[src/rtl/hbridge_deadband.sv]
// H-bridge leg sequencer: turns drive/dir requests into gate-driver commands,
// inserting an all-off decay gap on every polarity reversal and latching over-on-time faults.
//
// state   | meaning
// COAST   | disarmed, all legs off
// BRAKE   | armed and idle, both low sides on
// DRIVE_L | left high side on, right low side on
// DRIVE_R | right high side on, left low side on
// DEAD    | all-off current decay between polarities
// FAULT   | drive pulse exceeded max on-time, held until disarmed
module hbridge_deadband #(
   parameter int DEAD_CYCLES   = 8,
   parameter int MAX_ON_CYCLES = 512
) (
   input  logic clk,
   input  logic reset,
   input  logic arm,
   input  logic drive,
   input  logic dir,
   output logic leftHigh,
   output logic leftEn,
   output logic rightHigh,
   output logic rightEn,
   output logic fault
);

   localparam int DW = (DEAD_CYCLES > 1) ? $clog2(DEAD_CYCLES) : 1;
   localparam int OW = $clog2(MAX_ON_CYCLES);
   localparam logic [DW-1:0] DEAD_LOAD = DW'(DEAD_CYCLES - 1);
   localparam logic [OW-1:0] ON_LAST   = OW'(MAX_ON_CYCLES - 1);

   typedef enum logic [2:0] {
      S_COAST,
      S_BRAKE,
      S_DRIVE_L,
      S_DRIVE_R,
      S_DEAD,
      S_FAULT
   } state_t;

   state_t          state_q, state_d;
   logic            last_dir_q, last_dir_d;
   logic [DW-1:0]   dead_cnt_q, dead_cnt_d;
   logic [OW-1:0]   on_cnt_q, on_cnt_d;

   always_ff @(posedge clk) begin
      if (reset) begin
         state_q    <= S_COAST;
         last_dir_q <= 1'b0;
         dead_cnt_q <= '0;
         on_cnt_q   <= '0;
      end else begin
         state_q    <= state_d;
         last_dir_q <= last_dir_d;
         dead_cnt_q <= dead_cnt_d;
         on_cnt_q   <= on_cnt_d;
      end
   end

   // on_cnt only survives while remaining in the same drive state, so every
   // entry into DRIVE_x starts from zero.
   always_comb begin
      state_d    = state_q;
      last_dir_d = last_dir_q;
      dead_cnt_d = dead_cnt_q;
      on_cnt_d   = '0;
      if (!arm) begin
         state_d = S_COAST;
      end else begin
         unique case (state_q)
            S_COAST: state_d = S_BRAKE;
            S_BRAKE: begin
               if (drive) begin
                  if (dir == last_dir_q) begin
                     state_d = dir ? S_DRIVE_L : S_DRIVE_R;
                  end else begin
                     state_d    = S_DEAD;
                     dead_cnt_d = DEAD_LOAD;
                  end
               end
            end
            S_DRIVE_L, S_DRIVE_R: begin
               if (!drive) begin
                  state_d = S_BRAKE;
               end else if (dir != last_dir_q) begin
                  state_d    = S_DEAD;
                  dead_cnt_d = DEAD_LOAD;
               end else if (on_cnt_q == ON_LAST) begin
                  state_d = S_FAULT;
               end else begin
                  on_cnt_d = on_cnt_q + 1'b1;
               end
            end
            S_DEAD: begin
               if (dead_cnt_q == '0) begin
                  last_dir_d = dir;
                  if (drive) state_d = dir ? S_DRIVE_L : S_DRIVE_R;
                  else       state_d = S_BRAKE;
               end else begin
                  dead_cnt_d = dead_cnt_q - 1'b1;
               end
            end
            S_FAULT: state_d = S_FAULT;
            default: state_d = S_COAST;
         endcase
      end
   end

   always_comb begin
      {leftHigh, leftEn, rightHigh, rightEn, fault} = 5'b00000;
      unique case (state_q)
         S_COAST:   {leftHigh, leftEn, rightHigh, rightEn, fault} = 5'b00000;
         S_BRAKE:   {leftHigh, leftEn, rightHigh, rightEn, fault} = 5'b01010;
         S_DRIVE_L: {leftHigh, leftEn, rightHigh, rightEn, fault} = 5'b11010;
         S_DRIVE_R: {leftHigh, leftEn, rightHigh, rightEn, fault} = 5'b01110;
         S_DEAD:    {leftHigh, leftEn, rightHigh, rightEn, fault} = 5'b00000;
         S_FAULT:   {leftHigh, leftEn, rightHigh, rightEn, fault} = 5'b00001;
         default:   {leftHigh, leftEn, rightHigh, rightEn, fault} = 5'b00000;
      endcase
   end

endmodule

[config.mk]
export PLATFORM = sky130hd
export DESIGN_NAME = hbridge_deadband
export DESIGN_NICKNAME = d
export VERILOG_FILES = /design/src/rtl/hbridge_deadband.sv
export SDC_FILE = /design/constraint.sdc
export NUM_CORES = 1
export LEC_CHECK = 0
export ABC_AREA = 1
export CORE_UTILIZATION = 57
export CTS_BUF_LIST = sky130_fd_sc_hd__clkbuf_8
export CTS_CLUSTER_SIZE = 20
export DETAILED_ROUTE_END_ITERATION = 16
export GPL_TIMING_DRIVEN = 0
export MAX_ROUTING_LAYER = met4
export PLACE_DENSITY = 0.85
export SLEW_MARGIN = 10
export SYNTH_ARGS = -nofsm -noshare
export SYNTH_HDL_FRONTEND = slang
export SYNTH_SLANG_ARGS = --single-unit
export TNS_END_PERCENT = 50
[constraint.sdc]
create_clock -name clk -period 2.1 [get_ports clk]
set_input_delay 0.42 -clock clk [delete_from_list [all_inputs] [get_ports clk]]
set_output_delay 0.42 -clock clk [all_outputs]
set_load 0.01 [all_outputs]
# == Word-level counts from Yosys, hierarchy flattened ==
# Cells that the tools add are included.
# word_totals
register_bits,16
output_inout_bits,5
word_cells,53
# op_classes
addsub,2
eq_ne,15
mux,19
bitwise,3
n_reduce_logical,10
# op_table
op,n
3-bit two-way mux,11
3-bit case mux with 5 select lines,1
"2-bit inequality test, second input constant",6
"9-bit by 1-bit adder with 9-bit output, second input constant",1
"9-bit equality test, second input constant",1
3-bit case mux with 3 select lines,1
7-bit AND reduction,1
"3-bit by 2-bit equality test with 1-bit output, second input constant",2
"3-bit equality test, second input constant",2
3-bit zero test,2
3-bit AND reduction,2
6-bit OR reduction,1
1-bit two-way mux,5
"4-bit inequality test, second input constant",1
2-bit OR reduction,2
"3-bit by 1-bit equality test with 1-bit output, second input constant",1
1-bit NOT,3
3-bit nonzero test,1
3-bit OR reduction,1
"3-bit by 1-bit subtractor with 3-bit output, second input constant",1
2-bit two-way mux,1
1-bit equality test,1
1-bit inequality test,1

# == Depth between registers and ports, before layout ==
# Gate-level depths: netlist of the first run.
# depth
word_depth,5
depth_mapped,12
ltp_nobuf,12

# == Worst setup path after synthesis of the first run ==
# Ideal clock, no wire load.
# synth_path
kind,register -> register
startpoint,register on_cnt_q[0]
endpoint,register state_q[0]
arrival_ps,1625
required_time_ps,2034
setup_slack_ps,409
path_stages_with_launch,13
n_path_buf,0
period_less_slack_ps,1691
cell_sequence,dfxtp_1 ha_1 nand3_1 nor2_1 nand2_1 nor3b_1 ha_1 nor2_1 nand3_2 nand2_1 nor2_1 nand2_1 a21oi_2
# synth_between
elab_chain_len,3
# synth_rtl
element,line_no,text
"start, declared",44,"logic [OW-1:0] on_cnt_q, on_cnt_d;"
"start signal, assigned",56,on_cnt_q <= on_cnt_d;
9-bit equality test,88,end else if (on_cnt_q == ON_LAST) begin
4-bit inequality test (no source line),-,
3-bit AND reduction (no source line),-,
"end signal, assigned",53,state_q <= state_d;
"end, declared",41,"state_t state_q, state_d;"
# Every way passes these cells.
# A chain may end at the register's enable or synchronous reset.

# == Final worst setup path of the first run ==
# layout_path
startpoint,register state_q[2]
endpoint,output port rightHigh
# layout_between
elab_chain_len,2
# layout_rtl
element,line_no,text
3-bit by 2-bit equality test with 1-bit output,111,unique case (state_q)
1-bit two-way mux,111,
"end, declared",22,"output logic rightHigh,"
# Every way passes these cells.

==> impl_metrics.csv, run 1 <==
group,metric,value,unit
clocking,path_clk_slew,60,ps
timing,rsz0062_at_grt,"yes",
yosys,syn-instance-count,132,
global_route,grt_usage,0.235,
yosys,yosys.area_share.simple,0.384,
critical_path,critPathCaptureType,"output port",
placement,hpwl,1290,um
timing,clock_skew,4.28,ps
yosys,yosys-mux-area-fraction,0,
timing,finalSetupTns,0,ps
critical_path,path_cells,"buf_4 > nor2_4 > inv_1 > nor2_1 > clkdlybuf4s50_1",
global_route,grt_first_pass_wirelength,3120,um
clocking,clkLatencyLatePin,250,ps
critical_path,critPathLaunchType,"flop",
yosys,synthAdderAreaFrac,0.0667,
drt,routed_via_density,5.21,
critical_path,cp_data_required_time,1680,ps
drt,dr.pass1.iters,4,
global_route,antenna_found_initial,0,
layout,instances_no_fill,159,
floorplan,rows,14,
yosys,synth_top_family_by_area,"simple AND/OR/NAND/NOR gates",
floorplan,dieWidth,42.6,um
drt,routed_wl,1710,um
clocking,root_buffer,"clkbuf_8",
floorplan,ios,10,
job,cap_violations,0,
layout,syn_to_final_growth,15.6,%
timing,fin_crit_sh,0.955,
layout,num-nets-final,155,
timing,setup_ws,94.8,ps
floorplan,dieArea,1810,um^2
placement,routabilityCongestion,0.784,
critical_path,crit_arrival,1590,ps
global_route,grt_max_degree,10,
timing,worst_slew_pin_slew,291,ps
clocking,cts.path.max_buffers,2,
critical_path,critPathMaxStageDelay,540,ps
yosys,synth.ff_latch_count,16,
layout,final_common_cell,"nand2_1",
yosys,syn-num-nets,142,
placement,placed_cells,156,
timing,min_period,2010,ps
pwr,total_power,0.617,mW
timing,clock.fmax,499,MHz
drt,vias,828,
floorplan,initial_core_util,0.616,
layout,seq_area,320,um^2
drt,drc,0,
global_route,first_global_vias,766,
critical_path,slowest_stage,"clkdlybuf4s50_1",
global_route,overflow,0,
clocking,cts_max_level,1,
clocking,post_cts_resized,0,
drt,wl_per_cell,10.8,um
placement,io_buffers,8,
layout,layout-drive-gt1-share,0.140,
pwr,p_per_area,569,nW/um^2
layout,layout_common_cells,"27 x nand2_1, 20 x inv_1, 18 x nor2_1, 16 x dfxtp_1, 10 x nand3_1",
clocking,cts_tree,"yes",
clocking,ctsHoldBuffers,0,
timing,slew_headroom,0.805,
critical_path,worstPathMaxFanout,9,
yosys,yosys.cell_types.count,25,
yosys,synth_compound_area_frac,0.0653,
layout,insertedDiodeCount,0,
placement,post-place-ws,-7.35,ps
clocking,post_cts_buffers,0,
yosys,synth_xor_area_frac,0.0373,
drt,drtIter0Drc,10,
run_status,status,"complete, no violations",
timing,drv_slew,0,
critical_path,crit_type,"flop to output port",
layout,nFillCells,118,
critical_path,rrSetupSlack,200,ps
pwr,peakVddDrop,387,uV
critical_path,crit_family,"buffers and inverters",
critical_path,cp_num_buf_inv,3,
yosys,ys_warn_count,0,
yosys,netlist_area,938,um^2
yosys,syn_area_per_cell,7.11,um^2
floorplan,die_h,42.6,um
timing,setup_viol_count_final,0,
worst_hold_path,worstHoldPathType,"flop to flop",
clocking,numCtsBuffers,3,
yosys,synth_seq_area_share,0.341,
timing,hold_violations,0,
floorplan,core,1520,um^2
drt,drtAntennaViolNets,0,
clocking,cts_sinks,16,
layout,multi_input_area,524,um^2
pwr,p_leak,0.482,nW
## path summary, 6_finish.rpt
kind                        endpoint                     from  cells after the start
min           on_cnt_q[0]$_SDFF_PP0_   on_cnt_q[0]$_SDFF_PP0_                      1
max reg2reg  state_q[0]$_SDFFE_PP0P_   on_cnt_q[0]$_SDFF_PP0_                     12
max                        rightHigh  state_q[2]$_SDFFE_PP0P_                      5
min reg2reg   on_cnt_q[0]$_SDFF_PP0_   on_cnt_q[0]$_SDFF_PP0_                      1
## worst register-to-register path, delay by kind of cell, from the launching register on
kind	cells	cell delay [ps]
AND/OR/NAND/NOR	9	1030
adder cells (fa/ha/maj)	2	380
flip-flops	1	350
AO/OA/AOI/OAI	1	100
## routing by layer
metal | wire, um | up-vias | GRT usage | part of all wire
met2 | 876 | 17 | 0.400 | 0.51
met1 | 751 | 369 | 0.274 | 0.44
met4 | 32 | 0 | 0.0938 | 0.019
li1 | - | 437 | - | -
met3 | 50 | 5 | 0.0388 | 0.029
met5 | 0 | - | - | 0
## cells in the mapped netlist
| library cell | instances | area share |
|---|---|---|
| nor3_2 | 1 | 0.011 |
| a21oi_2 | 1 | 0.0093 |
| o21ai_0 | 3 | 0.016 |
| nor2_4 | 2 | 0.024 |
| nor3_1 | 1 | 0.0053 |
| or2_2 | 1 | 0.0067 |
| nor3b_1 | 3 | 0.024 |
| a21oi_1 | 6 | 0.032 |
| dfxtp_1 | 16 | 0.34 |
| nand2_2 | 1 | 0.0067 |
| nand2_1 | 27 | 0.11 |
| nand4_1 | 2 | 0.013 |
| nand4_4 | 1 | 0.023 |
| inv_1 | 20 | 0.080 |
| nand3_2 | 1 | 0.011 |
| nor2_2 | 4 | 0.027 |
| buf_2 | 1 | 0.0053 |
| nor2_1 | 18 | 0.072 |
| nand3_1 | 10 | 0.053 |
| inv_2 | 1 | 0.0040 |
| buf_4 | 2 | 0.016 |
| xnor2_1 | 2 | 0.019 |
| xor2_1 | 2 | 0.019 |
| ha_1 | 5 | 0.067 |
| o21a_1 | 1 | 0.0080 |
## cell families after synthesis
| logic type | count (synthesis) |
|---|---|
| DFF | 16 |
| adders and majority gates | 5 |
| and+or+nand+nor | 72 |
| AOI/OAI and AO/OA | 11 |
| xor gates and xnor gates | 4 |
| buffers and inverters | 24 |
## where the power goes
part | leakage (nW) | internal (mW) | switching, mW
sequential | 0.129 | 0.308 | 0.00425
combinational | 0.332 | 0.0334 | 0.0464
clock | 0.0216 | 0.127 | 0.0979
## layout make-up
type / instances / share of cell area
multi-input cells: 92 / 0.483
plain buffers: 3 / 0.0185
flip-flops and latches: 16 / 0.295
inverters: 21 / 0.0727
well taps: 16 / 0.0185
repair buffers: 8 / 0.0738
clock buffers: 3 / 0.0381
## flip-flops by register name, indices dropped and copies added, names as in the netlist
signal / cells
on_cnt_q: 9
dead_cnt_q: 3
state_q: 3
last_dir_q: 1
## through the flow
stage               hold slack (ps)   util  instance area (um^2)
global placement                426  0.681                  1040
global route                    497  0.712                  1080
finish                          452  0.712                  1080
detailed placement              440  0.681                  1040
floorplan                       418      -                   938
CTS                             453  0.709                  1080
(Power assumes the default switching activity.)
==> run 2: changes to the inputs <==
--- a/config.mk
+++ b/config.mk
@@ -8,6 +8,7 @@
 export ABC_AREA = 1
 export CORE_UTILIZATION = 57
 export CTS_BUF_LIST = sky130_fd_sc_hd__clkbuf_8
+export CTS_CLUSTER_DIAMETER = 150
 export CTS_CLUSTER_SIZE = 20
 export DETAILED_ROUTE_END_ITERATION = 16
 export GPL_TIMING_DRIVEN = 0
==> results of run 2 <==
Same layout as run 1: the final DEF is identical, and so are final timing and power.
